`src/rtl/coin_acceptor.sv`:
```
// Two-sensor coin acceptor: synchronise and debounce each coin sensor, queue
// confirmed coins in a 4-deep FIFO and hand one money code per cycle downstream.

module coin_debounce #(
    parameter int unsigned DEBOUNCE = 4
) (
    input  logic clk,
    input  logic rst,
    input  logic s,
    output logic detect_c
);

    typedef enum logic [1:0] {IDLE, CONFIRM, HELD, RELEASE} state_t;

    localparam logic [3:0] LAST = 4'(DEBOUNCE - 1);

    state_t     state;
    logic [3:0] count;

    // Fires on the edge that sees the DEBOUNCE-th consecutive high sample
    assign detect_c = (state == CONFIRM) && s && (count == LAST);

    always_ff @(posedge clk) begin
        if (rst) begin
            // Start disarmed so a sensor held through reset cannot credit a coin
            state <= RELEASE;
            count <= 4'd0;
        end else begin
            case (state)
                IDLE: begin
                    if (s) begin
                        state <= CONFIRM;
                        count <= 4'd1;
                    end
                end
                CONFIRM: begin
                    if (!s) begin
                        state <= IDLE;
                        count <= 4'd0;
                    end else if (count == LAST) begin
                        state <= HELD;
                        count <= 4'd0;
                    end else begin
                        count <= count + 4'd1;
                    end
                end
                HELD: begin
                    if (!s) begin
                        state <= RELEASE;
                        count <= 4'd1;
                    end
                end
                RELEASE: begin
                    if (s) begin
                        state <= HELD;
                        count <= 4'd0;
                    end else if (count == LAST) begin
                        state <= IDLE;
                        count <= 4'd0;
                    end else begin
                        count <= count + 4'd1;
                    end
                end
                default: begin
                    state <= RELEASE;
                    count <= 4'd0;
                end
            endcase
        end
    end

endmodule

module coin_acceptor #(
    parameter int unsigned DEBOUNCE = 4
) (
    input  logic       clk,
    input  logic       rst,
    input  logic       coin_half,
    input  logic       coin_dollar,
    input  logic       vm_ready,
    output logic [1:0] money,
    output logic [2:0] fifo_count,
    output logic       overflow,
    output logic       reject
);

    localparam logic [1:0] CODE_HALF   = 2'b01;
    localparam logic [1:0] CODE_DOLLAR = 2'b10;
    localparam logic [2:0] DEPTH       = 3'd4;

    logic [1:0] half_sync;
    logic [1:0] dollar_sync;
    logic       half_det_c;
    logic       dollar_det_c;

    logic [1:0] mem [4];
    logic [1:0] wr_ptr;
    logic [1:0] rd_ptr;

    logic       push_c;
    logic       pop_c;
    logic       accept_c;
    logic [1:0] push_code_c;

    always_ff @(posedge clk) begin
        if (rst) begin
            half_sync   <= 2'b00;
            dollar_sync <= 2'b00;
        end else begin
            half_sync   <= {half_sync[0], coin_half};
            dollar_sync <= {dollar_sync[0], coin_dollar};
        end
    end

    coin_debounce #(.DEBOUNCE(DEBOUNCE)) u_half_db (
        .clk      (clk),
        .rst      (rst),
        .s        (half_sync[1]),
        .detect_c (half_det_c)
    );

    coin_debounce #(.DEBOUNCE(DEBOUNCE)) u_dollar_db (
        .clk      (clk),
        .rst      (rst),
        .s        (dollar_sync[1]),
        .detect_c (dollar_det_c)
    );

    // Simultaneous detects are ambiguous and credit nothing
    assign push_c      = half_det_c ^ dollar_det_c;
    assign push_code_c = half_det_c ? CODE_HALF : CODE_DOLLAR;
    assign pop_c       = vm_ready && (fifo_count != 3'd0);
    assign accept_c    = push_c && ((fifo_count != DEPTH) || pop_c);

    always_ff @(posedge clk) begin
        if (accept_c) begin
            mem[wr_ptr] <= push_code_c;
        end
    end

    always_ff @(posedge clk) begin
        if (rst) begin
            money      <= 2'b00;
            fifo_count <= 3'd0;
            wr_ptr     <= 2'd0;
            rd_ptr     <= 2'd0;
            overflow   <= 1'b0;
            reject     <= 1'b0;
        end else begin
            money  <= pop_c ? mem[rd_ptr] : 2'b00;
            reject <= half_det_c && dollar_det_c;
            if (pop_c) begin
                rd_ptr <= rd_ptr + 2'd1;
            end
            if (accept_c) begin
                wr_ptr <= wr_ptr + 2'd1;
            end
            if (accept_c && !pop_c) begin
                fifo_count <= fifo_count + 3'd1;
            end else if (pop_c && !accept_c) begin
                fifo_count <= fifo_count - 3'd1;
            end
            if (push_c && !accept_c) begin
                overflow <= 1'b1;
            end
        end
    end

endmodule

```
`config.mk`:
```
export PLATFORM = sky130hd
export DESIGN_NAME = coin_acceptor
export DESIGN_NICKNAME = d
export VERILOG_FILES = /design/src/rtl/coin_acceptor.sv
export SDC_FILE = /design/constraint.sdc
export NUM_CORES = 1
export LEC_CHECK = 0
export CORE_ASPECT_RATIO = 1.2
export CORE_MARGIN = 3
export CORE_UTILIZATION = 49
export DETAILED_ROUTE_END_ITERATION = 10
export PLACE_DENSITY = 0.76
export RECOVER_POWER = 50
export SETUP_SLACK_MARGIN = 0.5
export SYNTH_ARGS = -nofsm -noshare
export SYNTH_HDL_FRONTEND = slang
export SYNTH_HIERARCHICAL = 1
export SYNTH_SLANG_ARGS = --single-unit
export TNS_END_PERCENT = 100
```
`constraint.sdc`:
```
create_clock -name clk -period 3 [get_ports clk]
set_input_delay 0.3 -clock clk [delete_from_list [all_inputs] [get_ports clk]]
set_output_delay 0.3 -clock clk [all_outputs]
set_load 0.01 [all_outputs]
```
After elaboration in Yosys (flattened, before gate mapping)

Memory sizes are Yosys's and may differ from the RTL's. A register that Yosys moved wholly into a read port is not among the register bits.
Cells that the tools add are included.

RAM bits: 8
Input port bits: 5
Logic and storage cells: 90
Memories kept: 1
Output and inout port bits: 7
Register bits: 25

Bitwise logic cells: 2
Reductions and logical operators: 22
$add $sub $neg: 6
Mux-type cells: 31
Eq/ne operators: 17

Memory list:

| memory | words | bits a word | rd ports | clocked after Yosys merged registers in | write ports | RTL line | RTL |
|---|---|---|---|---|---|---|---|
| mem    | 4     | 2           | 1        | 1                                       | 1           | 97       | `logic [1:0] mem [4];` |

Operators with widths:

| kind                                              | count |
|---|---|
| two-way mux 4 bit                                 | 10 |
| one-hot mux 4 bit (4 select lines)                | 2 |
| two-way mux 2 bit                                 | 13 |
| one-hot mux 2 bit (4 select lines)                | 2 |
| logical AND 1 bit                                 | 10 |
| != test 3 bit (second input constant)             | 3 |
| adder 4 x 1 -> 4 bit (second input constant)      | 2 |
| == test 2 bit (second input constant)             | 4 |
| == test 4 x 2 -> 1 bit (second input constant)    | 2 |
| != test 2 bit (second input constant)             | 4 |
| AND reduction 4 bit                               | 2 |
| two-way mux 3 bit                                 | 2 |
| != test 3 x 2 -> 1 bit (second input constant)    | 2 |
| adder 2 x 1 -> 2 bit (second input constant)      | 2 |
| == test 2 x 1 -> 1 bit (second input constant)    | 2 |
| zero test 2 bit                                   | 2 |
| AND reduction 2 bit                               | 2 |
| adder 3 x 1 -> 3 bit (second input constant)      | 1 |
| nonzero test 3 bit                                | 1 |
| subtractor 3 x 1 -> 3 bit (second input constant) | 1 |
| zero test 1 bit                                   | 2 |
| two-way mux 1 bit                                 | 2 |
| nonzero test 2 bit                                | 1 |
| OR reduction 2 bit                                | 1 |
| other kinds (3)                                   | 3 |

Logic depth before layout (Yosys ltp)

Depth in word-level cells: 9
Gate-level depth with buffers: 13
Depth with buffers taken out: 12

Modules after synthesis

The synthesis kept the hierarchy.

By module, submodules not included:

| module        | sequential area each (sq um) | cells an instance | area an instance (sq um) | instances |
|---|---|---|---|---|
| coin_acceptor | 540.5                        | 73                | 945.9                    | 1 |
| coin_debounce | 120.1                        | 32                | 290.3                    | 2 |

Worst setup path before layout

No wires, ideal clock.

Path type: reg2reg
Start point: reg u_half_db.count[0]
End point: reg fifo_count[2]
Period minus slack after synthesis: 3.025 ns
Stages on the path, launching flop included: 14
Buffers on the path: 1
Slack: -0.025 ns
Library setup time: 0.071 ns
Data required time: 2.929 ns
Arrival time: 2.955 ns
Path through: dfxtp_1 ha_1 nor3b_1 nand2_1 nor3b_1 ha_1 nor2b_1 buf_6 ha_1 inv_1 fa_1 xor2_1 or3_1 a21oi_1

Word-level cells in the longest chain between the ends: 7
Elaborated cells on any way between the ends: 9
Classes of those cells: eq/ne (1); mux (1); bitwise (1); reduce/logical (6)

Ends and longest elaborated chain:

| element                             | RTL line | RTL |
|---|---|---|
| from (decl)                         | 18       | `logic [3:0] count;` |
| from (signal assigned)              | 44       | `count <= count + 4'd1;` |
| from (signal assigned)              | 61       | `count <= count + 4'd1;` |
| == test 4 x 2 -> 1 bit *            | 21       | `assign detect_c = (state == CONFIRM) && s && (count == LAST);` |
| logical AND 1 bit *                 | 21       |  |
| via half_det_c                      | 94       | `logic half_det_c;` |
| XOR 1 bit *                         | 131      | `assign push_c = half_det_c ^ dollar_det_c;` |
| logical AND 1 bit *                 | 134      | `assign accept_c = push_c && ((fifo_count != DEPTH) \|\| pop_c);` |
| via accept_c                        | 103      | `logic accept_c;` |
| zero test 1 bit                     | 161      | `end else if (pop_c && !accept_c) begin` |
| logical AND 1 bit                   | 161      |  |
| nonzero test 2 bit (no source line) | -        |  |
| to (signal assigned)                | 160      | `fifo_count <= fifo_count + 3'd1;` |
| to (signal assigned)                | 162      | `fifo_count <= fifo_count - 3'd1;` |
| to (decl)                           | 83       | `output logic [2:0] fifo_count,` |

The timed path passes the listed nets; every way through them passes the cells marked *.
A chain may end at the register's enable or synchronous reset.

Final worst setup path

Start point: reg u_dollar_db.count[0]
End point: reg fifo_count[2]

Word-level cells in the longest chain between the ends: 7
Elaborated cells on any way between the ends: 9
Classes of those cells: eq/ne (1); mux (1); bitwise (1); reduce/logical (6)

Ends and longest elaborated chain:

| element                             | RTL line | RTL |
|---|---|---|
| from (decl)                         | 18       |  |
| from (signal assigned)              | 44       |  |
| from (signal assigned)              | 61       |  |
| == test 4 x 2 -> 1 bit *            | 21       |  |
| logical AND 1 bit *                 | 21       |  |
| via dollar_det_c                    | 95       | `logic dollar_det_c;` |
| XOR 1 bit *                         | 131      |  |
| logical AND 1 bit *                 | 134      |  |
| zero test 1 bit                     | 161      |  |
| logical AND 1 bit                   | 161      |  |
| nonzero test 2 bit (no source line) | -        |  |

Marked as above.

==> summary.log <==
[run_status] run status finished clean
[timing] post-route clock skew 4.63 ps
[timing] fin crit period 2620 ps
[min_path] Worst Hold Path Cells 1
[critical_path] maximum fanout count along the critical path 3
[min_path] worst min-delay path class reg -> reg
[pwr] leakage dissipation 0.732 nW
[place] detailed-placement wirelength estimate 1950 um
[critical_path] CP Class reg -> reg
[synth] Warnings, synthesis 6
[routing] total detailed-routing wirelength 2940 um
[layout] commonest non-fill, non-tap cell in the layout sky130_fd_sc_hd__dfxtp_1
[timing] final max-slew violation count 0
[timing] RSZ-0062 raised after global routing yes
[critical_path] number of cells on the worst reg-to-reg path 12
[timing] Final TNS setup 0 ps
[layout] antenna diode count 0
[layout] share of cells above drive strength 1 23.7%
[timing] tightest slew margin relative to the limit 54.3%
[critical_path] Critical Path AT 2890 ps
[grt] global-route wire length before repair 5090 um
[clocking] clock transition at the register clock pins on the worst setup and hold paths after CTS 100 ps
[layout] final std cell area, no fill 1930 um2
[synth] synthesized area per cell 11.1 um2
[routing] per-cell via count in the routed design 5.56
[run] number of max-capacitance violations reported 0
[clocking] Root Buffer sky130_fd_sc_hd__clkbuf_4
[clocking] clock network latency to the later pin of the worst-skew pair 330 ps
[critical_path] kind of capture point of the worst setup path register
[clocking] # H-tree levels 2
[critical_path] FF-to-FF setup slack 380 ps
[timing] number of hold-slack violations in the final timing report 0
[place] weighted congestion reported at the end of routability-driven placement 0.748
[grt] leftover overflow at the end of global routing 0
[floorplanning] die area 3820 um2
[routing] DRC 0
[floorplanning] Die Width 57.0 um
[layout] number of nets in the finished design 182
[pwr] total power per unit cell area 615 nW/um2
[timing] setup slack after layout 382 ps
[floorplanning] Ports 12
[timing] highest achievable clock rate 382 MHz
[critical_path] element type at the critical path start register
[layout] fillers 225
[floorplanning] row count 21
[floorplanning] vertical die dimension 67.1 um
[pwr] maximum vdd drop 389 uV
[timing] # setup viols final 0
[synth] number of distinct library cells after synthesis 35
[place] pre-CTS WS 222 ps
[timing] Worst Max-Slew Pin Slew 683 ps
[grt] total routing resource utilization after global routing 17.8%
[place] Post-DP Area 1750 um2
[clocking] TritonCTS clock tree yes
[routing] number of DRC violations after detailed-routing iteration 0 33
[floorplanning] placeable core area 2890 um2
[critical_path] data required time at the worst endpoint 3270 ps
[layout] Area growth, synth to finish 26.7%
[synth] post-synth net total 151
[timing] fraction of the cycle the final worst path needs 87.3%
[clocking] hold buffers post-CTS 0
[floorplanning] initial cell density of the core 52.8%
[pwr] Pwr Total 1.19 mW
[grt] initial antenna violation count 0
[clocking] number of buffers between clock root and the deepest sink 2
[synth] sequential fraction of the synthesis area 51.1%
[clocking] number of sinks on the clock net 35
[place] port buffer count 11
[layout] leading cell types in the layout, fill and taps excluded sky130_fd_sc_hd__dfxtp_1 (25), sky130_fd_sc_hd__buf_4 (13), sky130_fd_sc_hd__nand3_1 (10)
[clocking] Num CTS Buffers 5
[routing] average wire per cell in the routed design 14.5 um
[routing] detailed-router iteration count before antenna repair 4
[routing] number of routed nets with antenna violations 0
[routing] total vias in the final route 1128
[synth] area of the mapped netlist 1530 um2
[synth] synthesized netlist cell count 137
[grt] pin count of the biggest net entering global routing 20
[synth] number of synthesized register bits 35
[grt] number of global-route vias before repair 1105
## cell families after synthesis
group | count (synthesis) | share of synthesized area (%)
and+or+nand+nor | 53 | 20.5
buffers and inverters | 8 | 2.46
muxes | 5 | 5.00
xor gates and xnor gates | 8 | 4.59
AOI/OAI and AO/OA | 19 | 8.44
DFF | 35 | 51.1
adders and majority gates | 9 | 7.87
## state kept, by name, indices dropped and copies added, names as in the netlist, 2 cells and up, named ones only
name	flops
dollar_sync	2
fifo_count	3
half_sync	2
mem	8
money	2
rd_ptr	2
u_dollar_db/count	4
u_half_db/count	4
wr_ptr	2
## what timing repair did
action / in CTS / in global routing
setup endpoints to repair: 2 / 2
buffers inserted: 9 / 4
endpoints found under the hold margin: 0 / 0
gates resized for setup: 8 / 3
pin swaps: 2 / 3
## stage by stage
stage | cells | util [%] | hold slack [ps]
after global routing | 203 | 66.9 | 459
after detailed placement | 182 | 60.6 | 420
after floorplan | 137 | - | 362
after global placement | 182 | 60.6 | 419
final | 203 | 66.9 | 443
after CTS | 199 | 66.2 | 444
## Yosys cell counts, drive strengths merged
master,instances,area share [%]
a211o,2,1.3
a21o,2,0.98
a21oi,6,2.0
a31oi,2,0.82
and2,4,1.6
and3,2,0.82
and3b,2,1.1
buf,1,0.74
clkbuf,1,0.25
dfxtp,27,35
edfxtp,8,16
fa,1,1.3
ha,8,6.6
inv,6,1.5
mux2,1,0.74
mux2i,2,1.3
mux4,2,3.0
nand2,2,0.49
nand2b,2,0.82
nand3,10,3.3
nand4,2,0.82
nor2,9,2.2
nor2b,8,3.3
nor3,2,0.66
nor3b,6,3.0
nor4b,1,0.98
o211ai,2,0.98
o21a,2,0.98
o21ai,1,0.33
o311ai,1,0.57
o31ai,1,0.49
or3,1,0.41
or4,2,0.98
xnor2,2,1.1
xor2,6,3.4
## layer usage
layer	global-route usage (%)	share of wire, %	up-vias
li1	-	-	555
met1	18.9	41	546
met2	31.9	53	20
met3	5.35	4.4	7
met4	9.28	2.4	0
met5	0	0	-
## power by group
group	total, mW	internal, mW	switching, mW
registers	0.605	0.534	0.0713
logic	0.322	0.182	0.140
clock network	0.262	0.112	0.150
total	1.19	0.828	0.361
## critical path: stages, from the launching register on
cell and delay (ps):
sky130_fd_sc_hd__dfxtp_1 360, sky130_fd_sc_hd__ha_1 200, sky130_fd_sc_hd__nor3b_4 240, sky130_fd_sc_hd__nand2_2 110, sky130_fd_sc_hd__nor3b_4 230, sky130_fd_sc_hd__ha_4 150
sky130_fd_sc_hd__nor2b_4 170, sky130_fd_sc_hd__ha_4 150, sky130_fd_sc_hd__inv_2 30, sky130_fd_sc_hd__fa_2 320, sky130_fd_sc_hd__xor2_1 150, sky130_fd_sc_hd__or3_1 320
sky130_fd_sc_hd__a21oi_2 110
## layout make-up
cell class	count	area, um2	share of cell area (%)
clock inverter	1	3.75	0.194
multi-input combinational	94	810	41.8
sequential	35	786	40.6
clock buffer	7	55.1	2.85
tap	34	42.5	2.20
inverter	6	22.5	1.16
timing repair buffer	26	215	11.1
## path summary, 6_finish.rpt
path / end / from
max: fifo_count[2]$_SDFFE_PP0P_ / u_dollar_db/count[0]$_SDFFE_PP0P_
max reg2reg: fifo_count[2]$_SDFFE_PP0P_ / u_dollar_db/count[0]$_SDFFE_PP0P_
min: half_sync[1]$_SDFF_PP0_ / half_sync[0]$_SDFF_PP0_
min reg2reg: half_sync[1]$_SDFF_PP0_ / half_sync[0]$_SDFF_PP0_
(Power assumes the default switching activity.)
